<file path="src/rtl/spi_reg_pkg.sv">
// Shared constants, FSM state type and raybox-zero register command codes
// for the SPI register-port transmitter.
package spi_reg_pkg;

  localparam int unsigned CMD_W       = 4;
  localparam int unsigned PAYLOAD_MAX = 24;
  localparam int unsigned LEN_W       = 5;
  localparam int unsigned DIV_W       = 8;
  localparam int unsigned FRAME_MAX   = CMD_W + PAYLOAD_MAX;

  typedef enum logic [2:0] {
    ST_IDLE,
    ST_SETUP,
    ST_HIGH,
    ST_LOW,
    ST_HOLD,
    ST_GAP
  } state_e;

  // raybox-zero register port command codes
  localparam logic [CMD_W-1:0] REG_SKY     = 4'd0;
  localparam logic [CMD_W-1:0] REG_FLOOR   = 4'd1;
  localparam logic [CMD_W-1:0] REG_LEAK    = 4'd2;
  localparam logic [CMD_W-1:0] REG_OTHER   = 4'd3;
  localparam logic [CMD_W-1:0] REG_VSHIFT  = 4'd4;
  localparam logic [CMD_W-1:0] REG_VINF    = 4'd5;
  localparam logic [CMD_W-1:0] REG_MAPD    = 4'd6;
  localparam logic [CMD_W-1:0] REG_TEXADD0 = 4'd7;
  localparam logic [CMD_W-1:0] REG_TEXADD1 = 4'd8;
  localparam logic [CMD_W-1:0] REG_TEXADD2 = 4'd9;
  localparam logic [CMD_W-1:0] REG_TEXADD3 = 4'd10;

  function automatic logic [LEN_W-1:0] clamp_len(input logic [LEN_W-1:0] len);
    return (len > LEN_W'(PAYLOAD_MAX)) ? LEN_W'(PAYLOAD_MAX) : len;
  endfunction

endpackage

</file>
<file path="src/rtl/spi_reg_tx_tick.sv">
// Load/expire down-counter that times each FSM state of spi_reg_tx.
// expire_o is high while the count has reached zero.
module spi_tick_gen
  import spi_reg_pkg::*;
(
  input  logic             clk_i,
  input  logic             rst_ni,
  input  logic             load_i,
  input  logic [DIV_W-1:0] load_val_i,
  output logic             expire_o
);

  logic [DIV_W-1:0] cnt_q;
  logic [DIV_W-1:0] cnt_d;

  always_comb begin
    cnt_d = cnt_q;
    if (load_i) begin
      cnt_d = load_val_i;
    end else if (cnt_q != '0) begin
      cnt_d = cnt_q - 1'b1;
    end
  end

  always_ff @(posedge clk_i) begin
    if (!rst_ni) begin
      cnt_q <= '0;
    end else begin
      cnt_q <= cnt_d;
    end
  end

  assign expire_o = (cnt_q == '0);

endmodule

</file>
<file path="src/rtl/spi_reg_tx.sv">
// SPI mode-0 frame transmitter for the raybox-zero register port:
// sends a 4-bit command code followed by 0..24 payload bits, MSB first.
module spi_reg_tx
  import spi_reg_pkg::*;
#(
  parameter int unsigned CLK_DIV = 2,
  parameter int unsigned CS_GAP  = 2
) (
  input  logic                   clk,
  input  logic                   rst_n,
  input  logic                   cmd_valid,
  output logic                   cmd_ready,
  input  logic [CMD_W-1:0]       cmd_addr,
  input  logic [PAYLOAD_MAX-1:0] cmd_data,
  input  logic [LEN_W-1:0]       cmd_len,
  output logic                   spi_sclk,
  output logic                   spi_mosi,
  output logic                   spi_csb,
  output logic                   busy,
  output logic                   done
);

  localparam logic [DIV_W-1:0] DIV_LOAD = DIV_W'(CLK_DIV - 1);
  localparam logic [DIV_W-1:0] GAP_LOAD = DIV_W'(CS_GAP - 1);

  state_e               state_q;
  logic [FRAME_MAX-1:0] shift_q;
  logic [LEN_W-1:0]     bit_q;
  logic                 cmd_ready_q;
  logic                 sclk_q;
  logic                 mosi_q;
  logic                 csb_q;
  logic                 busy_q;
  logic                 done_q;

  logic                 accept;
  logic [LEN_W-1:0]     len_clamped;
  logic [FRAME_MAX-1:0] frame_d;
  logic                 tick_load;
  logic [DIV_W-1:0]     tick_val;
  logic                 tick_expire;

  assign accept      = (state_q == ST_IDLE) && cmd_ready_q && cmd_valid;
  assign len_clamped = clamp_len(cmd_len);
  // Payload is left-justified under the address so every frame leaves from the top bit.
  assign frame_d     = {cmd_addr, cmd_data << (LEN_W'(PAYLOAD_MAX) - len_clamped)};

  always_comb begin
    tick_load = 1'b0;
    tick_val  = DIV_LOAD;
    case (state_q)
      ST_IDLE:  tick_load = accept;
      ST_SETUP,
      ST_HIGH,
      ST_LOW:   tick_load = tick_expire;
      ST_HOLD: begin
        tick_load = tick_expire;
        tick_val  = GAP_LOAD;
      end
      ST_GAP: begin
        tick_load = tick_expire;
        tick_val  = '0;
      end
      default: tick_load = 1'b0;
    endcase
  end

  spi_tick_gen u_tick (
    .clk_i      (clk),
    .rst_ni     (rst_n),
    .load_i     (tick_load),
    .load_val_i (tick_val),
    .expire_o   (tick_expire)
  );

  always_ff @(posedge clk) begin
    if (!rst_n) begin
      state_q     <= ST_IDLE;
      shift_q     <= '0;
      bit_q       <= '0;
      cmd_ready_q <= 1'b0;
      sclk_q      <= 1'b0;
      mosi_q      <= 1'b0;
      csb_q       <= 1'b1;
      busy_q      <= 1'b0;
      done_q      <= 1'b0;
    end else begin
      done_q <= 1'b0;
      case (state_q)
        ST_IDLE: begin
          cmd_ready_q <= 1'b1;
          if (accept) begin
            state_q     <= ST_SETUP;
            shift_q     <= frame_d;
            bit_q       <= len_clamped + LEN_W'(CMD_W - 1);
            cmd_ready_q <= 1'b0;
            csb_q       <= 1'b0;
            mosi_q      <= frame_d[FRAME_MAX-1];
            busy_q      <= 1'b1;
          end
        end
        ST_SETUP: begin
          if (tick_expire) begin
            state_q <= ST_HIGH;
            sclk_q  <= 1'b1;
          end
        end
        ST_HIGH: begin
          if (tick_expire) begin
            sclk_q <= 1'b0;
            if (bit_q != '0) begin
              state_q <= ST_LOW;
              shift_q <= {shift_q[FRAME_MAX-2:0], 1'b0};
              mosi_q  <= shift_q[FRAME_MAX-2];
              bit_q   <= bit_q - 1'b1;
            end else begin
              state_q <= ST_HOLD;
            end
          end
        end
        ST_LOW: begin
          if (tick_expire) begin
            state_q <= ST_HIGH;
            sclk_q  <= 1'b1;
          end
        end
        ST_HOLD: begin
          if (tick_expire) begin
            state_q <= ST_GAP;
            csb_q   <= 1'b1;
            mosi_q  <= 1'b0;
            done_q  <= 1'b1;
          end
        end
        ST_GAP: begin
          if (tick_expire) begin
            state_q     <= ST_IDLE;
            busy_q      <= 1'b0;
            cmd_ready_q <= 1'b1;
          end
        end
        default: state_q <= ST_IDLE;
      endcase
    end
  end

  assign cmd_ready = cmd_ready_q;
  assign spi_sclk  = sclk_q;
  assign spi_mosi  = mosi_q;
  assign spi_csb   = csb_q;
  assign busy      = busy_q;
  assign done      = done_q;

endmodule

</file>
<file path="config.mk">
export PLATFORM = sky130hd
export DESIGN_NAME = spi_reg_tx
export DESIGN_NICKNAME = d
export VERILOG_FILES = /design/src/rtl/spi_reg_pkg.sv /design/src/rtl/spi_reg_tx_tick.sv /design/src/rtl/spi_reg_tx.sv
export SDC_FILE = /design/constraint.sdc
export NUM_CORES = 1
export LEC_CHECK = 0
export BUFFER_PORTS_ARGS = -buffer_cell sky130_fd_sc_hd__buf_4
export CAP_MARGIN = 10
export CORE_MARGIN = 4
export CORE_UTILIZATION = 50
export DETAILED_ROUTE_END_ITERATION = 16
export PLACE_DENSITY_LB_ADDON = 0.2
export SLEW_MARGIN = 20
export SYNTH_ARGS = -nofsm -noshare
export SYNTH_HDL_FRONTEND = slang
export SYNTH_SLANG_ARGS = --single-unit
</file>
<file path="constraint.sdc">
create_clock -name clk -period 4.7 [get_ports clk]
set_clock_uncertainty 0.05 [all_clocks]
set_input_delay 0.705 -clock clk [delete_from_list [all_inputs] [get_ports clk]]
set_output_delay 0.705 -clock clk [all_outputs]
set_load 0.05 [all_outputs]
</file>
==> results.json <==
{
  "synth.most_common_cell": "nand2_1",
  "std_cell_rows": 34,
  "outcome": "finished clean",
  "min_from": "spi_csb",
  "path_clk_slew_ps": 100,
  "drt-total-wl_um": 13860,
  "drc_errors": 0,
  "ys_seq_area_frac": 0.2154,
  "ir_drop_uv": 210.2,
  "min_period_over_period": 0.7553,
  "cts_tree": "yes",
  "ioPinCount": 42,
  "synth_area_leaders": "dfxtp_1 (22%), mux2i_1 (6.8%), nand2_1 (4.8%)",
  "crit_type": "input port to register",
  "wl_met1_um": 5804,
  "synth_area_leader_cell": "dfxtp_1",
  "clk_latency_ps": 310,
  "die_width_um": 103.4,
  "crit_path_end_kind": "register",
  "worstSetupStartpointType": "input port",
  "rsz0062_at_grt": "no",
  "final.setup.tns_ps": 0,
  "dr.pass1.iters": 6,
  "yosysWarningCount": 0,
  "arrival_ps": 3690,
  "fp.dieH_um": 103.4,
  "post-route-min-period_ps": 3550,
  "numCtsBuffers": 5,
  "place.gp.congestion": 0.9449,
  "areaGrowthSynthToFinish_pct": 7.582,
  "dieArea_um2": 10700,
  "viasPerCell": 6.924,
  "async_reset_ff_frac": 0,
  "portBuffers": 41,
  "max_freq_mhz": 281.7,
  "clockBufferDepth": 2,
  "wl_per_cell_um": 20.29,
  "cts_sinks": 49,
  "synth-edff-count": 0,
  "worst_pin_slew_ps": 913.3,
  "grt_use_total": 0.2626,
  "ff2ff_path_depth": 6,
  "cp_max_fo": 30,
  "hp-class": "register to register",
  "slew_violations": 0,
  "grt_pass1_wl_um": 22110,
  "synth_area_um2": 4554,
  "wl_met3_um": 1353,
  "power_density_nw_per_um2": 373.7,
  "finalHoldViolations": 0,
  "wl_met2_um": 6355,
  "synthTopCellsByCount": "nand2_1 (58), dfxtp_1 (49), nor2_1 (48), a21oi_1 (43), mux2i_1 (31)",
  "nFillCells": 843,
  "grt_max_degree": 44,
  "r2r-end": "shift_q[20]",
  "hold_buffers": 0,
  "core_um2": 8806,
  "ys_types": 87,
  "grt_pass1_vias": 4301,
  "dp_hpwl_um": 10090,
  "worst_ep_required_time_ps": 4840,
  "relSlewSlack": 0.3904,
  "r2r_start": "state_q[1]",
  "postCtsSetupBuffers": 0,
  "drive_gt1_frac": 0.1896,
  "drv_cap": 0,
  "post_cts_resized": 0,
  "synth-main-ff-cell": "dfxtp_1",
  "antenna_found_initial": 0,
  "drt_iter0_drc": 554,
  "htreeDepth": 2,
  "ant_nets": 0,
  "synth_cells": 564,
  "rrSetupSlack_ps": 2230,
  "whs_path_depth": 2,
  "start_util": 0.5172,
  "topRoutingLayerUsed": "met4",
  "layout.nets": 616,
  "cts_root_buf": "clkbuf_8",
  "whs_endpoint": "spi_csb",
  "leakage_nw": 1.798,
  "synth-seq-cells": 49,
  "syn_area_per_cell_um2": 8.075,
  "overflow": 0,
  "setup_viol": 0,
  "syn_nets": 606,
  "synth_top_area_frac": 0.2154,
  "vias": 4729,
  "setup_slack_ps": 1150,
  "diodes": 0,
  "dp_slack_ps": 894.6
}
final cells by class:
type / count / area (µm²) / share of cell area
Inverter: 16 / 60.06 / 0.01226
Clock buffer: 5 / 68.82 / 0.01404
Multi-Input combinational cell: 453 / 3261 / 0.6655
Timing Repair Buffer: 49 / 367.9 / 0.07508
Tap cell: 108 / 135.1 / 0.02758
Clock inverter: 3 / 26.28 / 0.005363
Sequential cell: 49 / 980.9 / 0.2002
power breakdown:
| group | internal, mW | switching, mW | leakage, nW | total [mW] |
|---|---|---|---|---|
| logic | 0.370 | 0.600 | 1.35 | 0.971 |
| registers | 0.509 | 0.0824 | 0.401 | 0.591 |
| clock network | 0.109 | 0.161 | 0.0423 | 0.269 |
routing by layer:
| layer | GRT usage | up-vias |
|---|---|---|
| met3 | 0.05768 | 47 |
| li1 | - | 2153 |
| met4 | 0.09462 | 0 |
| met2 | 0.4059 | 300 |
| met1 | 0.3601 | 2229 |
| met5 | 0 | - |
per-stage QoR:
step	area [µm²]	cells	util	total power, mW	hold slack, ps
2_1_floorplan	4554	564	-	1.317	395.0
3_3_place_gp	4805	675	0.5456	1.525	405.2
3_5_place_dp	4805	675	0.5456	1.549	410.8
4_1_cts	4900	683	0.5564	1.814	432.7
5_1_grt	4900	683	0.5564	1.959	467.3
6_report	4900	683	0.5564	1.831	430.1
registers in the layout, indices dropped and copies added (netlist names):
signal        cells
spi_csb           1
spi_mosi          1
bit_q             5
state_q           3
shift_q          27
done              1
busy              1
cmd_ready         1
spi_sclk          1
u_tick.cnt_q      8
placed cells by master (no fill, tap or decap), types with 14 or more instances in the layout:
cell	count
nand2_1	58
dfxtp_1	49
buf_4	49
nor2_1	48
a21oi_1	43
mux2i_1	31
o21ai_0	27
nand3_1	21
o211ai_1	14
critical path: stages:
cell	delay [ps]
buf_4	270
a21boi_2	110
inv_2	270
ha_2	750
inv_2	260
xnor2_1	430
mux2i_1	490
nand2b_1	170
a31o_2	140
o211ai_1	90
cell families after synthesis:
| kind of cell | Yosys count | synth area share |
|---|---|---|
| AO/OA/AOI/OAI | 191 | 0.3104 |
| XOR/XNOR | 10 | 0.02912 |
| adder cells (fa/ha/maj) | 6 | 0.01648 |
| buffers and inverters | 62 | 0.06923 |
| flip-flops | 49 | 0.2154 |
| multiplexers | 55 | 0.1555 |
| AND/OR/NAND/NOR | 191 | 0.2039 |
worst max path at each step:
stage | start | endpoint | cells after the start
3_3_place_gp | cmd_len[3] | shift_q[13] | 10
6_report | cmd_len[3] | shift_q[21] | 10
5_1_grt | cmd_len[3] | shift_q[17] | 10
2_1_floorplan | cmd_len[0] | shift_q[14] | 11
3_5_place_dp | cmd_len[3] | shift_q[17] | 10
4_1_cts | cmd_len[3] | shift_q[13] | 10
(Power assumes the default switching activity.)
